### src/rtl/ps2_scan_ctrl.sv
// PS/2 Set-2 scan-code sequencer: gates the byte receiver, folds E0/F0/E1
// prefix sequences into single key events and hands them out over valid/ack.
module ps2_scan_ctrl #(
  parameter int unsigned TIMEOUT = 500000
) (
  input  logic       clk,
  input  logic       reset,
  input  logic       rx_done_tick,
  input  logic [7:0] rx_data,
  output logic       rx_en,
  output logic       key_valid,
  output logic [7:0] key_code,
  output logic       key_ext,
  output logic       key_break,
  input  logic       key_ack,
  output logic       err_tick
);

  localparam int unsigned TW = $clog2(TIMEOUT);
  localparam int unsigned PW = 3;
  // Expiry is taken on the cycle the counter would step onto TIMEOUT-1.
  localparam logic [TW-1:0] TO_LAST     = TW'(TIMEOUT - 2);
  localparam logic [PW-1:0] PAUSE_BYTES = PW'(7);

  typedef enum logic [2:0] {
    IDLE  = 3'd0,
    EXT   = 3'd1,
    BRK   = 3'd2,
    PAUSE = 3'd3,
    HOLD  = 3'd4
  } state_t;

  state_t        state_q, state_d;
  logic          ext_q, ext_d;
  logic [PW-1:0] pause_q, pause_d;
  logic [TW-1:0] cnt_q, cnt_d;

  logic          rx_en_d;
  logic          key_valid_d;
  logic [7:0]    key_code_d;
  logic          key_ext_d;
  logic          key_break_d;
  logic          err_d;

  logic          emit;
  logic [7:0]    emit_code;
  logic          emit_ext;
  logic          emit_brk;
  logic          expired;

  function automatic logic is_overrun(input logic [7:0] b);
    return (b == 8'h00) || (b == 8'hFF);
  endfunction

  assign expired = (cnt_q == TO_LAST) && !rx_done_tick;

  // State and output registers.
  always_ff @(posedge clk) begin
    if (reset) begin
      state_q   <= IDLE;
      ext_q     <= 1'b0;
      pause_q   <= '0;
      cnt_q     <= '0;
      rx_en     <= 1'b1;
      key_valid <= 1'b0;
      key_code  <= 8'h00;
      key_ext   <= 1'b0;
      key_break <= 1'b0;
      err_tick  <= 1'b0;
    end else begin
      state_q   <= state_d;
      ext_q     <= ext_d;
      pause_q   <= pause_d;
      cnt_q     <= cnt_d;
      rx_en     <= rx_en_d;
      key_valid <= key_valid_d;
      key_code  <= key_code_d;
      key_ext   <= key_ext_d;
      key_break <= key_break_d;
      err_tick  <= err_d;
    end
  end

  // Next-state and next-output logic.
  always_comb begin
    state_d     = state_q;
    ext_d       = ext_q;
    pause_d     = pause_q;
    key_valid_d = key_valid;
    key_code_d  = key_code;
    key_ext_d   = key_ext;
    key_break_d = key_break;
    err_d       = 1'b0;
    emit        = 1'b0;
    emit_code   = rx_data;
    emit_ext    = 1'b0;
    emit_brk    = 1'b0;

    if (rx_done_tick || state_q == IDLE || state_q == HOLD) begin
      cnt_d = '0;
    end else begin
      cnt_d = cnt_q + TW'(1);
    end

    unique case (state_q)
      IDLE: begin
        if (rx_done_tick) begin
          unique case (rx_data)
            8'hE0: begin
              state_d = EXT;
              ext_d   = 1'b1;
            end
            8'hF0: state_d = BRK;
            8'hE1: begin
              state_d = PAUSE;
              pause_d = PAUSE_BYTES;
            end
            8'hAA, 8'hFA, 8'hEE, 8'hFE: ;
            8'h00, 8'hFF: err_d = 1'b1;
            default: emit = 1'b1;
          endcase
        end
      end

      EXT: begin
        if (rx_done_tick) begin
          if (rx_data == 8'hF0) begin
            state_d = BRK;
          end else if (rx_data == 8'hE0) begin
            state_d = EXT;
          end else if (is_overrun(rx_data)) begin
            state_d = IDLE;
            ext_d   = 1'b0;
            err_d   = 1'b1;
          end else begin
            emit     = 1'b1;
            emit_ext = 1'b1;
          end
        end
      end

      BRK: begin
        if (rx_done_tick) begin
          if (is_overrun(rx_data) || rx_data == 8'hE0 || rx_data == 8'hF0 ||
              rx_data == 8'hE1) begin
            state_d = IDLE;
            ext_d   = 1'b0;
            err_d   = 1'b1;
          end else begin
            emit     = 1'b1;
            emit_ext = ext_q;
            emit_brk = 1'b1;
          end
        end
      end

      PAUSE: begin
        if (rx_done_tick) begin
          pause_d = pause_q - PW'(1);
          if (pause_q == PW'(1)) begin
            emit      = 1'b1;
            emit_code = 8'hE1;
          end
        end
      end

      HOLD: begin
        // A frame already in flight when rx_en dropped is discarded.
        if (rx_done_tick) begin
          err_d = 1'b1;
        end
        if (key_ack) begin
          state_d     = IDLE;
          key_valid_d = 1'b0;
        end
      end

      default: begin
        state_d = IDLE;
        ext_d   = 1'b0;
      end
    endcase

    if ((state_q == EXT || state_q == BRK || state_q == PAUSE) && expired) begin
      state_d = IDLE;
      ext_d   = 1'b0;
      pause_d = '0;
      cnt_d   = '0;
      err_d   = 1'b1;
    end

    if (emit) begin
      state_d     = HOLD;
      ext_d       = 1'b0;
      pause_d     = '0;
      key_valid_d = 1'b1;
      key_code_d  = emit_code;
      key_ext_d   = emit_ext;
      key_break_d = emit_brk;
    end

    rx_en_d = (state_d != HOLD);
  end

endmodule
### config.mk
export PLATFORM = sky130hd
export DESIGN_NAME = ps2_scan_ctrl
export DESIGN_NICKNAME = d
export VERILOG_FILES = /design/src/rtl/ps2_scan_ctrl.sv
export SDC_FILE = /design/constraint.sdc
export NUM_CORES = 1
export LEC_CHECK = 0
export BUFFER_PORTS_ARGS = -buffer_cell sky130_fd_sc_hd__buf_2
export CAP_MARGIN = 20
export CORE_MARGIN = 4
export CORE_UTILIZATION = 41
export DETAILED_ROUTE_END_ITERATION = 7
export PLACE_DENSITY = 0.59
export SLEW_MARGIN = 40
export SYNTH_ARGS = -nofsm -noshare
export SYNTH_HDL_FRONTEND = slang
export SYNTH_SLANG_ARGS = --single-unit
### constraint.sdc
create_clock -name clk -period 3.2 [get_ports clk]
set_input_delay 0.64 -clock clk [delete_from_list [all_inputs] [get_ports clk]]
set_output_delay 0.64 -clock clk [all_outputs]
set_load 0.01 [all_outputs]
==> qor.csv <==
stage,metric,value,unit
power,pwr-share-clk,0.416,
worst_setup_path,required,3400,ps
yosys,synth-xor-area-share,0.0793,
worst_setup_path,timing.rr.end,cnt_q[11],
power,p_sw,0.000219,W
floorplanning,initial_core_util,0.421,
yosys,synth-compound-area-share,0.119,
yosys,synthTopCellsByCount,"39 x dfxtp_1, 33 x nor2_1, 19 x nand2_1",
final_layout,area_growth,13.4,%
flow_run,drv_cap,0,
yosys,synth_top_family_by_area,simple AND/OR/NAND/NOR gates,
floorplanning,coreArea,4720,um^2
yosys,syn_area,1990,um^2
cts,clock_sinks,39,
worst_setup_path,worstPathArrival,2430,ps
hold_path,holdCritStartpoint,key_valid,
worst_setup_path,crit_path_end_kind,flip-flop,
final_layout,fill_cells,468,
power,power.density,444,nW/um^2
sta,fmax,448,MHz
final_layout,antenna_cells,0,
floorplanning,io_pins,25,
sta,period_needed,2230,ps
final_layout,multi_input_area,1140,um^2
yosys,yosysMostFrequentCell,dfxtp_1,
sta,setup_tns,0,ps
cts,clk_pin_slew_worst_paths,70,ps
yosys,synth_fp_nets,232,
yosys,synth_seq_cells,39,
worst_setup_path,path_max_fanout,11,
cts,ctsHtreeMaxLevel,2,
yosys,synth-seq-area-share,0.393,
yosys,syn_inst,216,
final_layout,ff_latch_area,781,um^2
sta,rsz0062_at_grt,false,
cts,max-clock-path-buffers,2,
cts,hold_buffers,0,
worst_setup_path,r2r_start,cnt_q[2],
yosys,ys_top_cells_by_area,"dfxtp_1 39%, nor2_1 6.2%, xor2_1 5.7%",
worst_setup_path,start_kind,primary input,
cts,cts_tree,yes,
yosys,synth_simple_gate_area_frac,0.310,
cts,cts-buffers-inserted,5,
global_route,grt_pass1_wl,6.81,mm
route,dr_wl_met3,207,um
floorplanning,core.rowCount,25,
place,place_area,2140,um^2
route,route.detailed.drc,0,
floorplanning,die_area,6030,um^2
yosys,synthFlopType,dfxtp_1,
sta,report.final.slew_viol_count,0,
sta,setup_viol,0,
worst_setup_path,reg2reg_slack,1250,ps
place,place_hpwl,2.85,mm
route,antenna_left,0,
route,highest_layer,met4,
route,wl_met2,1.78,mm
route,drtIter0Drc,71,
sta,clock_skew,6.83,ps
route,wl_met1,1.79,mm
hold_path,hold_end,key_valid,
cts,cts-root-buf,clkbuf_8,
yosys,ys_types,50,
power,intPower,0.000783,W
outcome,status,finished clean,
cts,cts_setup_buffers,0,
route,drtPass1Iterations,4,
cts,post_cts_resized,0,
floorplanning,dieHeight,77.6,um
global_route,overflow,0,
route,vias,1553,
power,combPwrFrac,0.083,
sta,tightest_slew,498,ps
sta,period_share,0.697,
yosys,synth_warnings,0,
yosys,synthAdderAreaFrac,0.0252,
power,p_leak,0.840,nW
global_route,track_usage,0.140,
yosys,synth.area.mux_share,0.0403,
yosys,synth_area_per_cell,9.20,um^2
route,wl,3.84,mm
power,p_seq_frac,0.501,
place,routabilityCongestion,0.849,
yosys,netlist.area_leader.share,0.393,
hold_path,hp-class,flip-flop to flip-flop,
floorplanning,die_x,77.6,um
global_route,grt_max_degree,20,
sta,hold_violations,0,
hold_path,whs_path_depth,2,
power,sw_frac_of_total,0.219,
yosys,synth.largest_area_cell,dfxtp_1,
final_layout,drive_gt1_frac,0.211,
final_layout,nNetsFinal,257,
cts,clk_latency,290,ps
global_route,grt_pass1_vias,1495,
worst_setup_path,reg2reg_depth,5,
power,vdd_drop_max,0.210,mV
yosys,synthArstFlopShare,0,
place,io_buffers,24,
route,wl_per_cell,12.4,um
global_route,antenna_found_initial,0,
worst_setup_path,critPathKind,primary input to flip-flop,
sta,slew_headroom,0.659,
final_layout,final_area,2250,um^2
yosys,synth_edf_count,0,
route,drt-vias-per-instance,5.03,
[worst max-delay path by stage]
stage / startpoint / endpoint / slack, ps
6_report: rx_data[2] / pause_q[0] / 970
5_1_grt: rx_data[2] / state_q[0] / 780
4_1_cts: rx_data[2] / pause_q[0] / 960
3_5_place_dp: rx_data[2] / pause_q[1] / 660
3_3_place_gp: rx_data[2] / pause_q[1] / 680
2_1_floorplan: rx_data[4] / key_code[0] / 1110
[state kept, by name, indices dropped and copies added (netlist names)]
signal	cells
cnt_q	19
err_tick	1
ext_q	1
key_break	1
key_code	8
key_ext	1
key_valid	1
pause_q	3
rx_en	1
state_q	3
[critical path: stages]
cell and delay (ps):
buf_2 140, nor4_4 370, a21o_1 160, a31oi_1 190
a2bb2oi_4 470, nand4b_4 210, a211oi_1 240
[cell families (layout without fill, tap and decap cells)]
family	Yosys count	in the layout
buffers and inverters	9	35
XOR/XNOR	18	18
AO/OA/AOI/OAI	34	34
multiplexers	8	8
adder cells (fa/ha/maj)	4	4
flip-flops	39	39
AND/OR/NAND/NOR	104	104
[per-stage QoR]
stage | total power (W) | cells | setup WS (ps) | utilization | hold slack, ps
6_report | 0.00100 | 309 | 970 | 0.477 | 458
5_1_grt | 0.00105 | 309 | 775 | 0.477 | 494
4_1_cts | 0.00102 | 309 | 961 | 0.477 | 461
2_1_floorplan | 0.000571 | 216 | 1110 | - | 430
3_5_place_dp | 0.000597 | 301 | 655 | 0.452 | 448
3_3_place_gp | 0.000597 | 301 | 684 | 0.452 | 445
[layout make-up]
type                    instances  share of cell area
clock buffers                   6              0.0366
repair buffers                 24              0.0533
multi-input cells             168               0.506
well taps                      67              0.0372
flip-flops and latches         39               0.346
inverters                       3             0.00499
clock inverters                 2              0.0155
[cell usage in the layout, fill, tap and decap left out, types with 6 or more instances in the layout]
cell type / count
a21oi_1: 10
buf_2: 24
clkbuf_8: 6
dfxtp_1: 39
mux2i_1: 8
nand2_1: 19
nand3_1: 9
nor2_1: 33
nor3_1: 8
xor2_1: 13
[routing by layer]
layer | GRT usage | up-vias
li1 | - | 814
met1 | 0.172 | 706
met2 | 0.226 | 27
met3 | 0.0418 | 6
met4 | 0.0587 | 0
met5 | 0 | -
[power by group through the flow]
stage	clock, W	sequential, W	combinational [W]
2_1_floorplan	0	0.000518	0.0000537
3_3_place_gp	0	0.000514	0.0000836
3_5_place_dp	0	0.000514	0.0000836
4_1_cts	0.000435	0.000502	0.0000839
5_1_grt	0.000458	0.000504	0.0000911
6_report	0.000417	0.000502	0.0000828
(Power assumes the default switching activity.)
